<file path="src/rtl/mem_port_arbiter_pkg.sv">
// rtl/mem_port_arbiter_pkg.sv - shared types and widths for the fetch/LSU memory port arbiter
package mem_port_arbiter_pkg;

  localparam int DATA_WIDTH = 32;
  localparam int BE_WIDTH   = DATA_WIDTH / 8;

  typedef enum logic {ARB_IDLE, ARB_BUSY} arb_state_t;
  typedef enum logic {OWN_IF, OWN_D} arb_owner_t;

endpackage

</file>
<file path="src/rtl/mem_port_arbiter.sv">
// rtl/mem_port_arbiter.sv - one-outstanding arbiter sharing a memory between fetch and load/store
// Round-robin priority is enabled by defining ARB_ROUND_ROBIN_EN; default is fixed data-over-fetch.
module mem_port_arbiter
  import mem_port_arbiter_pkg::*;
#(
  parameter int ADDR_WIDTH = 32,
  parameter int DATA_WIDTH = mem_port_arbiter_pkg::DATA_WIDTH,
  parameter int BE_WIDTH   = DATA_WIDTH / 8
) (
  input  logic                  clk_i,
  input  logic                  rst_n_i,
  input  logic                  if_req_i,
  input  logic [ADDR_WIDTH-1:0] if_addr_i,
  output logic                  if_gnt_o,
  output logic                  if_rvalid_o,
  output logic [DATA_WIDTH-1:0] if_rdata_o,
  input  logic                  d_req_i,
  input  logic                  d_we_i,
  input  logic [ADDR_WIDTH-1:0] d_addr_i,
  input  logic [DATA_WIDTH-1:0] d_wdata_i,
  input  logic [BE_WIDTH-1:0]   d_be_i,
  output logic                  d_gnt_o,
  output logic                  d_rvalid_o,
  output logic [DATA_WIDTH-1:0] d_rdata_o,
  output logic                  mem_req_o,
  output logic                  mem_we_o,
  output logic [ADDR_WIDTH-1:0] mem_addr_o,
  output logic [DATA_WIDTH-1:0] mem_wdata_o,
  output logic [BE_WIDTH-1:0]   mem_be_o,
  input  logic                  mem_gnt_i,
  input  logic                  mem_rvalid_i,
  input  logic [DATA_WIDTH-1:0] mem_rdata_i,
  output logic                  err_o
);

  arb_state_t state_q, state_d;
  arb_owner_t owner_q, owner_d;
  arb_owner_t sel, prio;
  logic       store_q, store_d;
  logic       err_q, err_d;
  logic       granted;

  function automatic arb_owner_t pick_owner(input logic if_req, input logic d_req,
                                            input arb_owner_t pri);
    if (d_req && (!if_req || pri == OWN_D)) return OWN_D;
    return OWN_IF;
  endfunction

`ifdef ARB_ROUND_ROBIN_EN
  // rr_q remembers the last granted requester; the other one wins the next tie
  arb_owner_t rr_q;

  always_ff @(posedge clk_i or negedge rst_n_i) begin
    if (!rst_n_i) rr_q <= OWN_IF;
    else if (granted) rr_q <= sel;
  end

  assign prio = (rr_q == OWN_D) ? OWN_IF : OWN_D;
`else
  assign prio = OWN_D;
`endif

  assign sel = pick_owner(if_req_i, d_req_i, prio);

  always_ff @(posedge clk_i or negedge rst_n_i) begin
    if (!rst_n_i) begin
      state_q <= ARB_IDLE;
      owner_q <= OWN_IF;
      store_q <= 1'b0;
      err_q   <= 1'b0;
    end else begin
      state_q <= state_d;
      owner_q <= owner_d;
      store_q <= store_d;
      err_q   <= err_d;
    end
  end

  always_comb begin
    state_d     = state_q;
    owner_d     = owner_q;
    store_d     = store_q;
    err_d       = err_q;
    granted     = 1'b0;
    if_gnt_o    = 1'b0;
    d_gnt_o     = 1'b0;
    if_rvalid_o = 1'b0;
    d_rvalid_o  = 1'b0;
    if_rdata_o  = '0;
    d_rdata_o   = '0;
    mem_req_o   = 1'b0;
    mem_we_o    = 1'b0;
    mem_addr_o  = '0;
    mem_wdata_o = '0;
    mem_be_o    = '0;

    // Outputs are forced quiet while reset is held, even with live inputs
    if (rst_n_i) begin
      unique case (state_q)
        ARB_IDLE: begin
          if (mem_rvalid_i) err_d = 1'b1;
          if (if_req_i || d_req_i) begin
            mem_req_o = 1'b1;
            if (sel == OWN_D) begin
              mem_we_o    = d_we_i;
              mem_addr_o  = d_addr_i;
              mem_wdata_o = d_wdata_i;
              mem_be_o    = d_be_i;
              d_gnt_o     = mem_gnt_i;
            end else begin
              mem_addr_o  = if_addr_i;
              mem_be_o    = '1;
              if_gnt_o    = mem_gnt_i;
            end
            if (mem_gnt_i) begin
              granted = 1'b1;
              state_d = ARB_BUSY;
              owner_d = sel;
              store_d = (sel == OWN_D) && d_we_i;
            end
          end
        end
        ARB_BUSY: begin
          if (mem_rvalid_i) begin
            state_d = ARB_IDLE;
            if (owner_q == OWN_D) begin
              d_rvalid_o = 1'b1;
              d_rdata_o  = store_q ? '0 : mem_rdata_i;
            end else begin
              if_rvalid_o = 1'b1;
              if_rdata_o  = mem_rdata_i;
            end
          end
        end
        default: state_d = ARB_IDLE;
      endcase
    end
  end

  assign err_o = err_q;

endmodule

</file>
<file path="config.mk">
export PLATFORM = sky130hd
export DESIGN_NAME = mem_port_arbiter
export DESIGN_NICKNAME = d
export VERILOG_FILES = /design/src/rtl/mem_port_arbiter_pkg.sv /design/src/rtl/mem_port_arbiter.sv
export SDC_FILE = /design/constraint.sdc
export NUM_CORES = 1
export LEC_CHECK = 0
export CORE_AREA = 3 3 106 108
export CTS_BUF_LIST = sky130_fd_sc_hd__clkbuf_16
export DETAILED_ROUTE_END_ITERATION = 10
export DIE_AREA = 0 0 109 111
export PLACE_DENSITY_LB_ADDON = 0.1
export SLEW_MARGIN = 20
export SYNTH_ARGS = -nofsm -noshare
export SYNTH_HDL_FRONTEND = slang
export SYNTH_SLANG_ARGS = --single-unit
</file>
<file path="constraint.sdc">
create_clock -name clk_i -period 3.5 [get_ports clk_i]
set_clock_uncertainty 0.05 [all_clocks]
set_input_delay 0.35 -clock clk_i [delete_from_list [all_inputs] [get_ports clk_i]]
set_output_delay 0.35 -clock clk_i [all_outputs]
set_load 0.1 [all_outputs]
</file>
==> reports/metrics.cfg <==
[clock_tree]
cts.htree.levels=1
tritoncts=done
cts_hold_buf=0
clkTransAtPathRegs_ns=0.03
cts_num_sinks=4
cts_buffers=3
clk_latency_ns=0.22
cts_setup_buffers=0
cts-root-buf=clkbuf_16
cts_resized=0
clk_path_buf_depth=2

[setup_path]
cp_max_fo=48
r2r_end=owner_q
cp.required_ns=3.10
max_stage_delay_ns=0.70
r2r_slack_ns=2.04
end_kind=output pin
worstSetupStartpointType=primary input
cp.arrival_ns=2.25
cpMaxStageDelayCell=clkdlybuf4s50_1
path_common_cell=buf_12
crit_path_cell_trace=clkdlybuf4s50_1 > and3b_2 > buf_12 > a22o_1 > buf_12
rr_startpoint=state_q
worstSetupPathType=primary input to output pin
r2r_cells=3

[die]
io_pins=278
die_height_um=111
die_w_um=109
core_um2=10320
dieArea_um2=12100
initial_core_util=0.1246
num_rows=37

[yosys]
synth_xor_area_frac=0
yosysUniqueCellTypes=23
ys_seq_area_frac=0.07782
synth_mux_area_frac=0
synth_fa_ha_area_frac=0
synth_area_um2=1286
yosysMostFrequentCell=and2_1
synth_compound_area_frac=0.2597
netlist.area_leader.share=0.4815
synth_top_family_by_area=simple AND/OR/NAND/NOR gates
ys_seq_elements=4
synth_cells=179
synth_fp_nets=318
synth_largest_area_cell=and2_1
synth_warnings=0
synth_area_leaders=and2_1 (48%), a22o_1 (22%), dfrtp_1 (7.8%)
synth-simple-area-share=0.5574
async_flop_share=1.000
avgSynthCellArea_um2=7.186
synthTopCellsByCount=and2_1 (99), a22o_1 (32), buf_2 (9)
ys.flop_type=dfrtp_1
synth_edf_count=0

[power_and_ir_drop]
power_density_nw_per_um2=257.7
vdd_drop_max_mv=0.1498
p_leak_uw=0.002275

[status]
status=complete, no violations

[sta]
worst_hold_slack_ns=0.3693
finalCriticalPeriod_ns=2.647
layout_setup_ws_ns=0.8532
worstMarginPinSlew_ns=0.9923
rsz0062_at_grt=no
setup_viol=0
fmax_ghz=0.3778
fin_setup_tns_ns=0
period_share=0.7562
slew_headroom=0.3364
drv_slew=0
hold_viol_final=0

[grt]
antenna_found_initial=0
grt_pass1_vias=2506
overflow=0
grt_pass1_wl_um=14280
grt_use_total=0.1549
grt_max_degree=49

[drt]
vias=2368
ant_nets=0
viasPerCell=4.069
wl_um=9897
drt_iter0_drc=75
drc=0
post_drt_wl_per_cell_um=17.01
dr.pass1.iters=4

[place]
io_buffers=277
place_congestion=0.8669
place_inst=579
dp_slack_ns=0.7978
dp_hpwl_um=8883

[final_layout]
stdcell_count=582
nNetsFinal=587
fillerInstances=938
final_util=0.5368
drive_above_1_share=0.3341
antenna-diode-count=0
area_delta_synth_final_pct=330.8

[flow_run]
max_cap_viol_count=0

[worst_hold_path]
min_path_type=primary input to asynchronous set/reset pin

routing by layer:
| metal | vias to the layer above | share of wire | track usage |
|---|---|---|---|
| met3 | 8 | 0.14 | 0.06931 |
| met1 | 1053 | 0.31 | 0.1451 |
| met4 | 0 | 0.016 | 0.04125 |
| met2 | 172 | 0.53 | 0.2961 |
| met5 | - | 0 | 0 |
| li1 | 1135 | - | - |
cell families (layout without fill, tap and decap cells):
group / Yosys count / after routing
and+or+nand+nor: 111 / 111
DFF: 4 / 4
AOI/OAI and AO/OA: 41 / 41
buffers and inverters: 23 / 290
layout make-up:
| class | instances | area (µm²) | share of cell area |
|---|---|---|---|
| Timing Repair Buffer | 281 | 4121 | 0.7437 |
| Multi-Input combinational cell | 152 | 1052 | 0.1899 |
| Tap cell | 136 | 170.2 | 0.03071 |
| Sequential cell | 4 | 100.1 | 0.01806 |
| Clock buffer | 3 | 75.07 | 0.01355 |
| Inverter | 6 | 22.52 | 0.004064 |
placed cells by master (no fill, tap or decap), types with 2 or more instances in the layout:
| cell | instances |
|---|---|
| buf_12 | 133 |
| buf_4 | 9 |
| a22o_1 | 32 |
| inv_1 | 6 |
| and2_1 | 99 |
| a21oi_1 | 4 |
| o21ai_0 | 2 |
| dfrtp_1 | 4 |
| clkbuf_16 | 3 |
| nand2_1 | 3 |
| clkdlybuf4s50_1 | 139 |
state kept, by name, indices dropped and copies added (netlist names):
register  count
state_q       1
store_q       1
owner_q       1
err_o         1
stage by stage:
step	power, µW	instance area (µm²)
2_1_floorplan	740.3	1286
3_3_place_gp	1253	5466
3_5_place_dp	1261	5466
4_1_cts	1445	5542
5_1_grt	1475	5542
6_report	1428	5542
power breakdown:
group / switching (µW) / internal, µW / total [µW]
combinational: 726 / 463 / 1190
sequential: 7.26 / 54.7 / 62.0
clock: 31.2 / 146 / 177
critical path, delay by kind of cell:
family                 cells  cell delay (ns)
buffers and inverters      3             1.15
AO/OA/AOI/OAI              1             0.22
AND/OR/NAND/NOR            1             0.50
how the worst max path moves through the flow:
stage	depth (start not counted)	endpoint	slack [ns]	from
after global routing	5	mem_addr_o[31]	0.68	rst_n_i
after floorplan	4	d_rdata_o[10]	0.72	state_q
final	5	mem_addr_o[7]	0.85	rst_n_i
after global placement	5	mem_addr_o[22]	0.88	rst_n_i
after detailed placement	5	mem_addr_o[31]	0.80	rst_n_i
after CTS	5	mem_addr_o[31]	0.79	rst_n_i
Note: power is estimated with default switching activity, not from simulation.
